[config.mk]
export PLATFORM = sky130hd
export DESIGN_NAME = alu_uart_interface
export DESIGN_NICKNAME = d
export VERILOG_FILES = /design/src/rtl/alu_uart_interface.sv
export SDC_FILE = /design/constraint.sdc
export NUM_CORES = 1
export LEC_CHECK = 0
export ABC_AREA = 1
export ABC_CLOCK_PERIOD_IN_PS = 3100
export CAP_MARGIN = 20
export CORE_MARGIN = 5
export CORE_UTILIZATION = 40
export DETAILED_ROUTE_END_ITERATION = 6
export PLACE_DENSITY = 0.75
export SYNTH_ARGS = -nofsm -noshare
export SYNTH_HDL_FRONTEND = slang
export SYNTH_SLANG_ARGS = --single-unit
[constraint.sdc]
create_clock -name clock -period 3.1 [get_ports clock]
set_input_delay 0.775 -clock clock [delete_from_list [all_inputs] [get_ports clock]]
set_output_delay 0.775 -clock clock [all_outputs]
set_load 0.05 [all_outputs]
[src/rtl/alu_uart_interface.sv]
// alu_uart_interface: sequences UART bytes into ALU operands A, B and OP, then returns the ALU result to the UART.
// Ports:
//   clock, reset   : rising-edge clock, asynchronous active-high reset
//   i_rx_data/done : received byte and its one-cycle valid strobe
//   i_tx_done      : transmitter finished the current byte
//   i_alu_res      : ALU result, valid ALU_LAT edges after the operands settle
//   o_alu_a/b/op   : registered operands and opcode driven to the ALU
//   o_tx_data/start: result byte and its one-cycle transmit request
//   o_busy         : high whenever a frame is in progress
// Optional: define ALU_IF_TIMEOUT_EN to abandon a stalled frame after TIMEOUT_CYC idle cycles in WAIT_B/WAIT_OP.
module alu_uart_interface #(
  parameter int N_BITS      = 8,
  parameter int N_OP        = 6,
  parameter int ALU_LAT     = 1,
  parameter int TIMEOUT_CYC = 1000000
) (
  input  logic              clock,
  input  logic              reset,
  input  logic [N_BITS-1:0] i_rx_data,
  input  logic              i_rx_done,
  input  logic              i_tx_done,
  input  logic [N_BITS-1:0] i_alu_res,
  output logic [N_BITS-1:0] o_alu_a,
  output logic [N_BITS-1:0] o_alu_b,
  output logic [N_OP-1:0]   o_alu_op,
  output logic [N_BITS-1:0] o_tx_data,
  output logic              o_tx_start,
  output logic              o_busy
);
  localparam int CW = $clog2(ALU_LAT + 1) + 1;
  typedef enum logic [2:0] {WAIT_A, WAIT_B, WAIT_OP, WAIT_RES, WAIT_TX} state_t;
  state_t r_state, w_next;
  logic [CW-1:0] r_cnt;
  logic [N_BITS-1:0] r_alu_a, r_alu_b, r_tx_data;
  logic [N_OP-1:0] r_alu_op;
  logic r_tx_start;
  logic w_cnt_hit, w_timeout;
  assign w_cnt_hit = r_cnt == CW'(ALU_LAT);
`ifdef ALU_IF_TIMEOUT_EN
  localparam int TW = $clog2(TIMEOUT_CYC + 1);
  logic [TW-1:0] r_idle;
  assign w_timeout = r_idle == TW'(TIMEOUT_CYC);
  // Idle time only accumulates while waiting for B or OP; any byte or state change restarts it.
  always_ff @(posedge clock or posedge reset)
    if (reset) r_idle <= '0;
    else r_idle <= (i_rx_done || w_next != r_state || !(r_state == WAIT_B || r_state == WAIT_OP)) ? '0 : r_idle + TW'(1);
`else
  assign w_timeout = 1'b0;
`endif
  always_comb begin
    w_next = r_state;
    case (r_state)
      WAIT_A:   w_next = i_rx_done ? WAIT_B : WAIT_A;
      WAIT_B:   w_next = i_rx_done ? WAIT_OP : (w_timeout ? WAIT_A : WAIT_B);
      WAIT_OP:  w_next = i_rx_done ? WAIT_RES : (w_timeout ? WAIT_A : WAIT_OP);
      WAIT_RES: w_next = w_cnt_hit ? WAIT_TX : WAIT_RES;
      WAIT_TX:  w_next = i_tx_done ? WAIT_A : WAIT_TX;
      default:  w_next = WAIT_A;
    endcase
  end
  always_ff @(posedge clock or posedge reset)
    if (reset) begin
      r_state    <= WAIT_A;
      r_cnt      <= '0;
      r_alu_a    <= '0;
      r_alu_b    <= '0;
      r_alu_op   <= '0;
      r_tx_data  <= '0;
      r_tx_start <= 1'b0;
    end else begin
      r_state    <= w_next;
      r_tx_start <= 1'b0;
      if (r_state == WAIT_A && i_rx_done) r_alu_a <= i_rx_data;
      if (r_state == WAIT_B && i_rx_done) r_alu_b <= i_rx_data;
      if (r_state == WAIT_OP && i_rx_done) begin
        r_alu_op <= i_rx_data[N_OP-1:0];
        r_cnt    <= '0;
      end
      // Result is sampled once the ALU has had ALU_LAT edges on the new opcode.
      if (r_state == WAIT_RES) begin
        if (w_cnt_hit) begin
          r_tx_data  <= i_alu_res;
          r_tx_start <= 1'b1;
        end else r_cnt <= r_cnt + CW'(1);
      end
    end
  assign o_alu_a    = r_alu_a;
  assign o_alu_b    = r_alu_b;
  assign o_alu_op   = r_alu_op;
  assign o_tx_data  = r_tx_data;
  assign o_tx_start = r_tx_start;
  assign o_busy     = r_state != WAIT_A;
endmodule

## Word level (Yosys, flattened, before mapping)

Cells that the tools add are included.

- Register bits: 36
- Input port bits: 20
- Logic and storage cells: 30

- $add $sub $neg: 1
- Equal/unequal tests: 5
- Mux-type cells: 11
- Reduce and logical (&&, ||, !) cells: 6

Operator list:

| kind | number |
|---|---|
| one-hot mux 3 bit (5 select lines) | 1 |
| two-way mux 2 bit | 4 |
| equality test 3 x 2 -> 1 bit, second input constant | 2 |
| two-way mux 3 bit | 2 |
| two-way mux 1 bit | 4 |
| equality test 3 x 1 -> 1 bit, second input constant | 1 |
| equality test 3 bit, second input constant | 1 |
| logical AND 1 bit | 3 |
| logical NOT 3 bit | 1 |
| nonzero test 3 bit | 1 |
| adder 2 x 1 -> 2 bit, second input constant | 1 |
| equality test 2 x 1 -> 1 bit, second input constant | 1 |
| AND reduction 2 bit | 1 |

## Logic depth before layout (Yosys ltp)

- Depth in word-level cells: 5
- Mapped depth: 6
- Mapped depth without buffers: 6

## Worst setup path after synthesis

No wires, ideal clock.

- Kind: register to output
- Start: reg r_state[1]
- End: out o_busy
- Arrival time: 0.953 ns
- Path slack: 1.372 ns
- Stages on the path, launching flop included: 3
- Path buffers: 0
- Path through: dfrtp_1 > nor2_2 > nand2_1

- Word-level cells in the longest chain between the ends: 1

Ends and longest elaborated chain:

| element | RTL line | RTL |
|---|---|---|
| start, declared | 32 | `state_t r_state, w_next;` |
| start signal, assigned | 71 | `r_state <= w_next;` |
| nonzero test 3 bit | 92 | `assign o_busy = r_state != WAIT_A;` |
| end, declared | 28 | `output logic o_busy` |

No other way between the ends.

## Worst setup path after layout

- Start: reg r_state[2]
- End: out o_busy

Same word-level chain as after synthesis.

==> results.toml <==
[layout]
area_growth_pct = 40.3
drive_gt1_share_pct = 18.2
multi_input_area_sq_um = 539
fin_nets = 229
fill_cells = 352
mostFrequentLayoutCells = "nand2_1, clkdlybuf4s50_1, dfrtp_1, o21ai_2, inv_1"
diodes = 0
final_common_cell = "nand2_1"
stdcell_count = 257
regArea_sq_um = 901

[synthesis]
ys_ff_latch = 36
synth_cell_type_count = 17
yosysTopAreaCell = "dfrtp_1"
synth_top_area_share_pct = 58.4
synth_area_per_cell_sq_um = 10.1
synth_fp_nets = 173
yosysWarningCount = 0
syn_area_sq_mm = 0.00154
synth_area_leaders = "dfrtp_1, nand2_1, o21ai_2"
synth_cells = 153
ys_seq_area_share_pct = 58.4

[critical_path]
r2r_slack_ns = 1.82
path_buf_inv = 2
startpoint = "r_state[2]"
required_ns = 2.32
start_kind = "flip-flop"
endpoint_kind = "output pin"
endpoint = "o_busy"
cpMaxStageDelayCell = "clkdlybuf4s50_1"
slowest_delay_ns = 0.79
r2r-end = "o_alu_a[6]"
critical_path_class = "reg -> out"
reg2reg_from = "r_state[1]"
critPathTopFamily = "buffers and inverters"
reg2reg_depth = 4
path_max_fanout = 5
cp_num_cells = 3
crit_chain = "inv_2 -> nand2_1 -> clkdlybuf4s50_1"
crit_arrival_ns = 1.76

[timing]
skew_ns = 0.00470
period_needed_ns = 2.53
fin_crit_sh_pct = 81.8
finalMaxSlewViolations = 0
setup-tns-final_ns = 0
relSlewSlack_pct = 65.3
fmax_mhz = 394
hold_viol_final = 0
rsz0062_at_grt = "false"
setup-violations-final = 0
tightestPinTransition_ns = 0.519

[placed_design]
placed_cells = 250
dpl.hpwl_mm = 2.34
gp_congestion = 0.758
io_buffers = 51

[global_route]
grt.overflow.total = 0
grt_pass1_vias = 1139
grt_max_degree = 37
gr-usage-all-layers_pct = 12.9
antenna_found_initial = 0
grt_pass1_wl_mm = 5.09

[floorplanning]
rows = 22
core_area_sq_mm = 0.00369
die_area_sq_mm = 0.00520
die_y_microns = 72.1
fp.dieW_microns = 72.1
io_pins = 52
start_util_pct = 41.8

[detailed_routing]
ant_nets = 0
via_per_inst = 4.44
wl_mm = 3.21
drcViolationCount = 0
wl_per_cell_microns = 12.5
vias = 1142
drtPass1Iterations = 4
first_iter_violations = 43

[clock_tree]
clkSinkCount = 36
clk_pin_slew_worst_paths_ns = 0.06
cts-buffers-inserted = 5
tritoncts = "built"
postCtsHoldBufs = 0
clk_latency_ns = 0.28
cts_root_buf = "clkbuf_8"
cts_setup_buffers = 0
htreeDepth = 2
clock_path_buffers = 2
post_cts_resized = 0

[power]
p_leak_uw = 0.00102
max-vdd-ir-drop_v = 0.000623
p_per_area_mw_per_mm2 = 1270

[run]
cap_violations = 0

[outcome]
status = "finished clean"

[worst_hold_path]
hold_path_class = "reg -> reg"
holdPathStages = 2
[kinds of logic after synthesis]
logic type / Yosys count / synth area share (%)
AOI/OAI and AO/OA: 23 / 11.4
DFF: 36 / 58.4
and+or+nand+nor: 74 / 23.6
buffers and inverters: 20 / 6.65
[registers in the layout, indices dropped and copies added (netlist names)]
name        cells
o_alu_a         8
o_alu_b         8
o_alu_op        6
o_tx_data       8
o_tx_start      1
r_cnt           2
r_state         3
[metal layers]
layer	global-route usage, %	up-vias	part of all wire [%]
met4	6.89	0	1.5
met3	3.88	4	6.5
met2	21.6	32	49
met1	14.7	515	43
met5	0	-	0
li1	-	591	-
[through the flow]
step | utilization (%) | area (sq um) | hold slack (ns) | power [uW] | setup slack, ns
floorplan | - | 1540 | 0.492 | 1970 | 1.37
global placement | 56.6 | 2090 | 0.461 | 2450 | 0.883
detailed placement | 56.6 | 2090 | 0.469 | 2480 | 0.861
CTS | 58.7 | 2160 | 0.486 | 2790 | 0.547
global route | 58.7 | 2160 | 0.502 | 2900 | 0.487
finish | 58.7 | 2160 | 0.479 | 2760 | 0.565
[how the worst min path moves through the flow]
stage	slack, ns	end	start
2_1_floorplan	0.49	r_cnt[0]	r_cnt[0]
4_1_cts	0.49	o_alu_a[5]	o_alu_a[5]
6_report	0.48	o_tx_data[2]	o_tx_data[2]
5_1_grt	0.50	o_tx_data[2]	o_tx_data[2]
3_5_place_dp	0.47	o_alu_a[5]	o_alu_a[5]
3_3_place_gp	0.46	o_tx_data[7]	o_tx_data[7]
[layout make-up]
class / count / share of cell area (%)
Sequential cell: 36 / 41.6
Tap cell: 48 / 2.77
Clock buffer: 6 / 3.35
Clock inverter: 1 / 0.231
Timing Repair Buffer: 52 / 23.9
Inverter: 17 / 3.18
Multi-Input combinational cell: 97 / 24.9
[tightest hold or removal path, delay by kind of cell (launching register included)]
family	cells	cell delay [ns]
flops	1	0.34
simple gates	2	0.11
[synth_stat cells]
cell type / instances
nand2_2: 3
nand2_1: 53
inv_1: 13
nand3_1: 5
nor2_1: 5
dfrtp_1: 36
o21ai_2: 16
buf_6: 3
inv_2: 3
nor2_4: 2
nand4_4: 1
o21ai_0: 1
nand2_4: 1
clkinv_4: 1
nor2_2: 2
o21ai_1: 6
nand3_4: 2
[power breakdown]
part	switching (uW)	leakage (uW)	internal (uW)
Clock	151	0.0000410	152
Combinational	1110	0.000530	526
Sequential	136	0.000450	684
Power figures use the tool's default switching activity.
